### src/rtl/rv_pipe_pkg.sv
`default_nettype none
// ============================================================================
// Module   : rv_pipe_pkg
// Brief    : Shared constants and types for the RV pipeline front end.
// Revision : 1.0 - initial release
// ============================================================================
package rv_pipe_pkg;

  localparam int          c_ilen     = 32;
  localparam logic [31:0] c_nop      = 32'h0000_0013;
  localparam logic [31:0] c_reset_pc = 32'h0000_0000;

  typedef struct packed {
    logic [c_ilen-1:0] pc;
    logic [c_ilen-1:0] instr;
  } fetch_entry_t;

  function automatic logic [c_ilen-1:0] pc_plus4(input logic [c_ilen-1:0] pc);
    return pc + 32'd4;
  endfunction

endpackage
`default_nettype wire

### src/rtl/fetch_fifo.sv
`default_nettype none
// ============================================================================
// Module   : fetch_fifo
// Brief    : Synchronous FIFO of {pc, instr} entries with flush and count.
// Revision : 1.0 - initial release
// ============================================================================
module fetch_fifo #(
  parameter int DEPTH = 2,
  parameter int WIDTH = 64
) (
  input  logic                     CLK,
  input  logic                     RST,
  input  logic                     push,
  input  logic [WIDTH-1:0]         push_data,
  input  logic                     pop,
  input  logic                     flush,
  output logic [WIDTH-1:0]         head_data,
  output logic [$clog2(DEPTH):0]   count
);

  localparam int AW = $clog2(DEPTH);

  logic [WIDTH-1:0] r_mem [DEPTH];
  logic [AW-1:0]    r_wr_ptr;
  logic [AW-1:0]    r_rd_ptr;
  logic [AW:0]      r_count;

  always_ff @(posedge CLK or posedge RST) begin
    if (RST) begin
      r_wr_ptr <= '0;
      r_rd_ptr <= '0;
      r_count  <= '0;
    end else if (flush) begin
      r_wr_ptr <= '0;
      r_rd_ptr <= '0;
      r_count  <= '0;
    end else begin
      if (push) r_wr_ptr <= r_wr_ptr + AW'(1);
      if (pop)  r_rd_ptr <= r_rd_ptr + AW'(1);
      r_count <= r_count + (AW+1)'(push) - (AW+1)'(pop);
    end
  end

  // Storage carries no reset; validity is tracked by r_count alone.
  always_ff @(posedge CLK) begin
    if (push && !flush) r_mem[r_wr_ptr] <= push_data;
  end

  assign head_data = r_mem[r_rd_ptr];
  assign count     = r_count;

endmodule
`default_nettype wire

### src/rtl/if_fetch_unit.sv
`default_nettype none
// ============================================================================
// Module   : if_fetch_unit
// Brief    : Instruction fetch stage feeding the IF/ID register.
// Revision : 1.0 - initial release
// ============================================================================
module if_fetch_unit
  import rv_pipe_pkg::*;
#(
  parameter logic [31:0] RESET_PC = c_reset_pc,
  parameter int          DEPTH    = 2
) (
  input  logic              CLK,
  input  logic              RST,
  output logic              IMEM_REQ,
  output logic [c_ilen-1:0] IMEM_ADDR,
  input  logic              IMEM_READY,
  input  logic              IMEM_RVALID,
  input  logic [c_ilen-1:0] IMEM_RDATA,
  input  logic              STALL,
  input  logic              REDIRECT,
  input  logic [c_ilen-1:0] REDIRECT_PC,
  output logic              VALID_IF,
  output logic [c_ilen-1:0] PC_IF,
  output logic [c_ilen-1:0] PC4_IF,
  output logic [c_ilen-1:0] IDATA_IF
);

  localparam int CW = $clog2(DEPTH) + 1;

  logic [c_ilen-1:0] r_fetch_pc;
  logic [c_ilen-1:0] r_resp_pc;
  logic [CW-1:0]     r_outstanding;
  logic [CW-1:0]     r_discard;

  logic [CW-1:0]     w_count;
  logic [CW:0]       w_credit;
  logic              w_req;
  logic              w_accept;
  logic              w_rsp;
  logic              w_valid;
  logic              w_push;
  logic              w_pop;
  logic [CW-1:0]     w_out_next;
  logic [c_ilen-1:0] w_redir_pc;
  fetch_entry_t      w_push_entry;
  fetch_entry_t      w_head;

  assign w_credit   = {1'b0, r_outstanding} + {1'b0, w_count};
  assign w_req      = w_credit < (CW+1)'(DEPTH);
  assign w_accept   = w_req && IMEM_READY;
  // A response with nothing outstanding is a leftover from before reset.
  assign w_rsp      = IMEM_RVALID && (r_outstanding != '0);
  assign w_valid    = (w_count != '0);
  assign w_pop      = w_valid && !STALL && !REDIRECT;
  assign w_push     = w_rsp && (r_discard == '0) && !REDIRECT;
  assign w_out_next = r_outstanding + CW'(w_accept) - CW'(w_rsp);
  assign w_redir_pc = REDIRECT_PC & 32'hFFFF_FFFC;

  assign w_push_entry = '{pc: r_resp_pc, instr: IMEM_RDATA};

  fetch_fifo #(
    .DEPTH (DEPTH),
    .WIDTH (2 * c_ilen)
  ) u_fifo (
    .CLK       (CLK),
    .RST       (RST),
    .push      (w_push),
    .push_data (w_push_entry),
    .pop       (w_pop),
    .flush     (REDIRECT),
    .head_data (w_head),
    .count     (w_count)
  );

  always_ff @(posedge CLK or posedge RST) begin
    if (RST) begin
      r_fetch_pc    <= RESET_PC;
      r_resp_pc     <= RESET_PC;
      r_outstanding <= '0;
      r_discard     <= '0;
    end else begin
      r_outstanding <= w_out_next;
      if (REDIRECT) begin
        // Everything still in flight after this cycle belongs to the old path.
        r_fetch_pc <= w_redir_pc;
        r_resp_pc  <= w_redir_pc;
        r_discard  <= w_out_next;
      end else begin
        if (w_accept) r_fetch_pc <= pc_plus4(r_fetch_pc);
        if (w_rsp) begin
          if (r_discard != '0) r_discard <= r_discard - CW'(1);
          else                 r_resp_pc <= pc_plus4(r_resp_pc);
        end
      end
    end
  end

  assign IMEM_REQ  = w_req;
  assign IMEM_ADDR = r_fetch_pc;
  assign VALID_IF  = w_valid;
  assign PC_IF     = w_valid ? w_head.pc : r_resp_pc;
  assign PC4_IF    = pc_plus4(PC_IF);
  assign IDATA_IF  = w_valid ? w_head.instr : c_nop;

endmodule
`default_nettype wire
### config.mk
export PLATFORM = sky130hd
export DESIGN_NAME = if_fetch_unit
export DESIGN_NICKNAME = d
export VERILOG_FILES = /design/src/rtl/rv_pipe_pkg.sv /design/src/rtl/fetch_fifo.sv /design/src/rtl/if_fetch_unit.sv
export SDC_FILE = /design/constraint.sdc
export NUM_CORES = 1
export LEC_CHECK = 0
export ABC_AREA = 1
export ABC_CLOCK_PERIOD_IN_PS = 6200
export CORE_MARGIN = 5
export CORE_UTILIZATION = 53
export DETAILED_ROUTE_END_ITERATION = 10
export GPL_TIMING_DRIVEN = 0
export PLACE_DENSITY_LB_ADDON = 0.1
export SYNTH_ARGS = -nofsm -noshare
export SYNTH_HDL_FRONTEND = slang
export SYNTH_SLANG_ARGS = --single-unit
export TNS_END_PERCENT = 10
### constraint.sdc
create_clock -name CLK -period 6.2 [get_ports CLK]
set_clock_uncertainty 0.15 [all_clocks]
set_input_delay 0.93 -clock CLK [delete_from_list [all_inputs] [get_ports CLK]]
set_output_delay 0.93 -clock CLK [all_outputs]
set_load 0.02 [all_outputs]
==> flow_summary_export.csv <==
group,metric,value,unit
outcome,status,"complete, no violations",
cts,cts_buffers,17,
synthesis,synth_seq_cells,192,
cts,clk_latency,0.44,ns
cts,cts_resized,0,
timing,tightest_slew,0.907,ns
synthesis,synth_edf_count,124,
global_route,grtUsageTotal,26.7,%
run,timing.max_cap.violations,0,
worst_setup_path,timing.rr.end,"u_fifo.r_mem[0][63]",
detailed_routing,vias_per_cell,5.39,
finish,layout.nets,1662,
synthesis,synth_cells,1364,
synthesis,yosysTopAreaCellShare,34.4,%
worst_setup_path,crit_required,5.12,ns
finish,final-seq-area,5430,um2
cts,holdBufCountCts,0,
timing,timing.hold.ws,0.362,ns
cts,post_cts_buffers,0,
global_route,globalRouteOverflowTotal,0,
detailed_routing,drc_errors,0,
cts,cts_max_path_buffers,2,
detailed_routing,drtIter0Drc,948,
finish,n_fill_cell,1633,
cts,clkTransAtPathRegs,0.08,ns
place,post-dp-hpwl,24100,um
floorplanning,core_area,20200,um2
synthesis,synth_flop_cell,"edfxtp_1",
pwr,p_leak,5.82,nW
worst_setup_path,rr_startpoint,"r_outstanding[1]",
synthesis,synthArstFlopShare,35.4,%
worst_hold_path,hold_end,"u_fifo.r_mem[1][56]",
floorplanning,io_pins,200,
timing,fmax,233,MHz
detailed_routing,routedWlPerCell,17.0,um
floorplanning,start_util,53.6,%
timing,fin_crit,4.30,ns
floorplanning,dieArea,23400,um2
worst_setup_path,start_kind,"flop",
pwr,vdd_drop_max,0.000219,V
place,dp_cells,1834,
finish,n_antenna_cell,0,
synthesis,yosysSeqAreaShare,50.2,%
finish,stdcell_count,1866,
worst_setup_path,worst-setup-path-type,"reg2out",
place,gp_congestion,0.943,
place,portBuffers,191,
synthesis,synthTopCellsByArea,"edfxtp_1 (34%), nand2_1 (19%), dfrtp_1 (16%), nand3_1 (4.3%), nor2_1 (4.1%)",
detailed_routing,ant_nets,0,
worst_hold_path,hold_class,"reg2reg",
synthesis,yosys.cell_types.count,43,
finish,drive_gt1_share,7.52,%
cts,cts_max_level,4,
floorplanning,die_w,153,um
worst_setup_path,endpoint_kind,"primary output",
global_route,grt_pass1_wl,50300,um
timing,setup_viol,0,
worst_setup_path,ff2ff_setup_slack,3.28,ns
finish,multi_input_area,4690,um2
worst_setup_path,path_max_fanout,10,
detailed_routing,num_vias,10100,
synthesis,yosysMostFrequentCell,"nand2_1",
global_route,first_global_vias,9546,
synthesis,synth_commonest_cells,"nand2_1 (537), edfxtp_1 (124), nor2_1 (119)",
worst_setup_path,worst_r2r_path_depth,8,
timing,final_max_slew_viol_count,0,
synthesis,syn_area_per_cell,7.93,um2
timing,final.period_utilization,69.3,%
global_route,antenna_found_initial,0,
floorplanning,rows,52,
pwr,p_total,0.00558,W
cts,cts.sinks,192,
detailed_routing,drt_wl_total,31700,um
cts,cts_tree,"yes",
timing,maxSlewHeadroom,39.5,%
floorplanning,die_h,153,um
global_route,grt_max_degree,69,
cts,cts_root_buf,"clkbuf_16",
timing,rsz0062_at_grt,"false",
detailed_routing,dr.pass1.iters,8,
synthesis,yosys_warnings,0,
worst_hold_path,hp-start,"r_resp_pc[24]",
synthesis,synth_area,10800,um2
synthesis,synth_top_area_cell,"edfxtp_1",
timing,final-hold-violation-count,0,
finish,areaGrowthSynthToFinish,28.0,%
pwr,p_per_area,403,nW/um2
worst_setup_path,cp.arrival,3.22,ns
worst_hold_path,whs_path_depth,0,
[final cells by class]
cell class	instances	share of cell area, %
sequential	192	39.2
multi-input combinational	1014	33.9
timing repair buffer	195	14.4
inverter	117	3.25
clock buffer	17	3.07
tap	270	2.44
buffer	46	2.07
clock inverter	15	1.66
[cells in the final DEF (no fill, tap or decap), types with 6 or more instances in the layout]
cell type / instances
a21oi_1: 52
buf_1: 6
buf_2: 10
buf_4: 8
buf_6: 8
clkbuf_1: 13
clkbuf_16: 17
clkdlybuf4s50_1: 191
clkinv_8: 6
conb_1: 6
dfrtp_1: 68
edfxtp_1: 124
ha_1: 8
inv_1: 109
nand2_1: 537
nand2_2: 23
nand3_1: 93
nand4_1: 20
nor2_1: 117
nor2_2: 16
nor3_1: 18
o211ai_1: 24
o21ai_0: 37
xnor2_1: 8
xor2_1: 24
[report_power, final]
group | total [W] | switching [W] | internal, W
Sequential | 0.00177 | 0.000205 | 0.00157
Clock | 0.00117 | 0.000598 | 0.000574
Combinational | 0.00263 | 0.00163 | 0.00101
Total | 0.00558 | 0.00243 | 0.00315
[how the worst max path moves through the flow]
stage,startpoint,end
after detailed placement,u_fifo.count[1],PC4_IF[28]
after global placement,IMEM_RVALID,u_fifo.r_mem[0][27]
final,u_fifo.count[1],PC4_IF[28]
after global routing,u_fifo.count[1],PC4_IF[28]
after floorplan,IMEM_RVALID,u_fifo.r_mem[0][0]
after CTS,u_fifo.count[1],PC4_IF[28]
[per-layer routing]
layer | routed length [um] | GRT usage (%) | vias to the layer above
met4 | 886 | 8.87 | 0
met5 | 0 | 0 | -
met3 | 2500 | 4.92 | 67
li1 | - | - | 4894
met1 | 13200 | 36.0 | 4642
met2 | 15100 | 44.0 | 458
[worst max-delay path: stages (launching register included)]
cell and delay [ns]:
dfrtp_1 0.44, inv_2 0.09, nand2_4 0.08, inv_4 0.11, buf_6 0.15, nand2_1 0.06
nand2_1 0.14, ha_1 0.30, nand2_1 0.10, nor2_2 0.22, nand2_2 0.11, nor2_2 0.18
nand3_1 0.10, nand2_1 0.07, clkdlybuf4s50_1 0.61
[per-stage QoR]
step | setup slack (ns) | TNS [ns] | area, um2 | util (%)
floorplan | 1.43 | 0 | 10800 | -
global placement | -1.04 | -125.25 | 13100 | 64.8
detailed placement | 2.33 | 0 | 13200 | 65.4
CTS | 1.86 | 0 | 13800 | 68.6
global route | 1.68 | 0 | 13800 | 68.6
finish | 1.90 | 0 | 13800 | 68.6
[flip-flops by register name (all words and copies together), names as in the netlist]
name             flops
u_fifo.r_mem       124
IMEM_ADDR           30
r_resp_pc           30
r_discard            2
r_outstanding        2
u_fifo.count         2
u_fifo.r_rd_ptr      1
u_fifo.r_wr_ptr      1
[kinds of logic after synthesis]
kind of cell,Yosys count,share of synthesized area [%]
xor gates and xnor gates,32,2.59
muxes,1,0.0926
DFF,192,50.2
AOI/OAI and AO/OA,128,6.81
buffers and inverters,163,6.78
other,1,0.0347
adders and majority gates,9,1.11
and+or+nand+nor,838,32.4
Note: power is estimated with default switching activity, not from simulation.
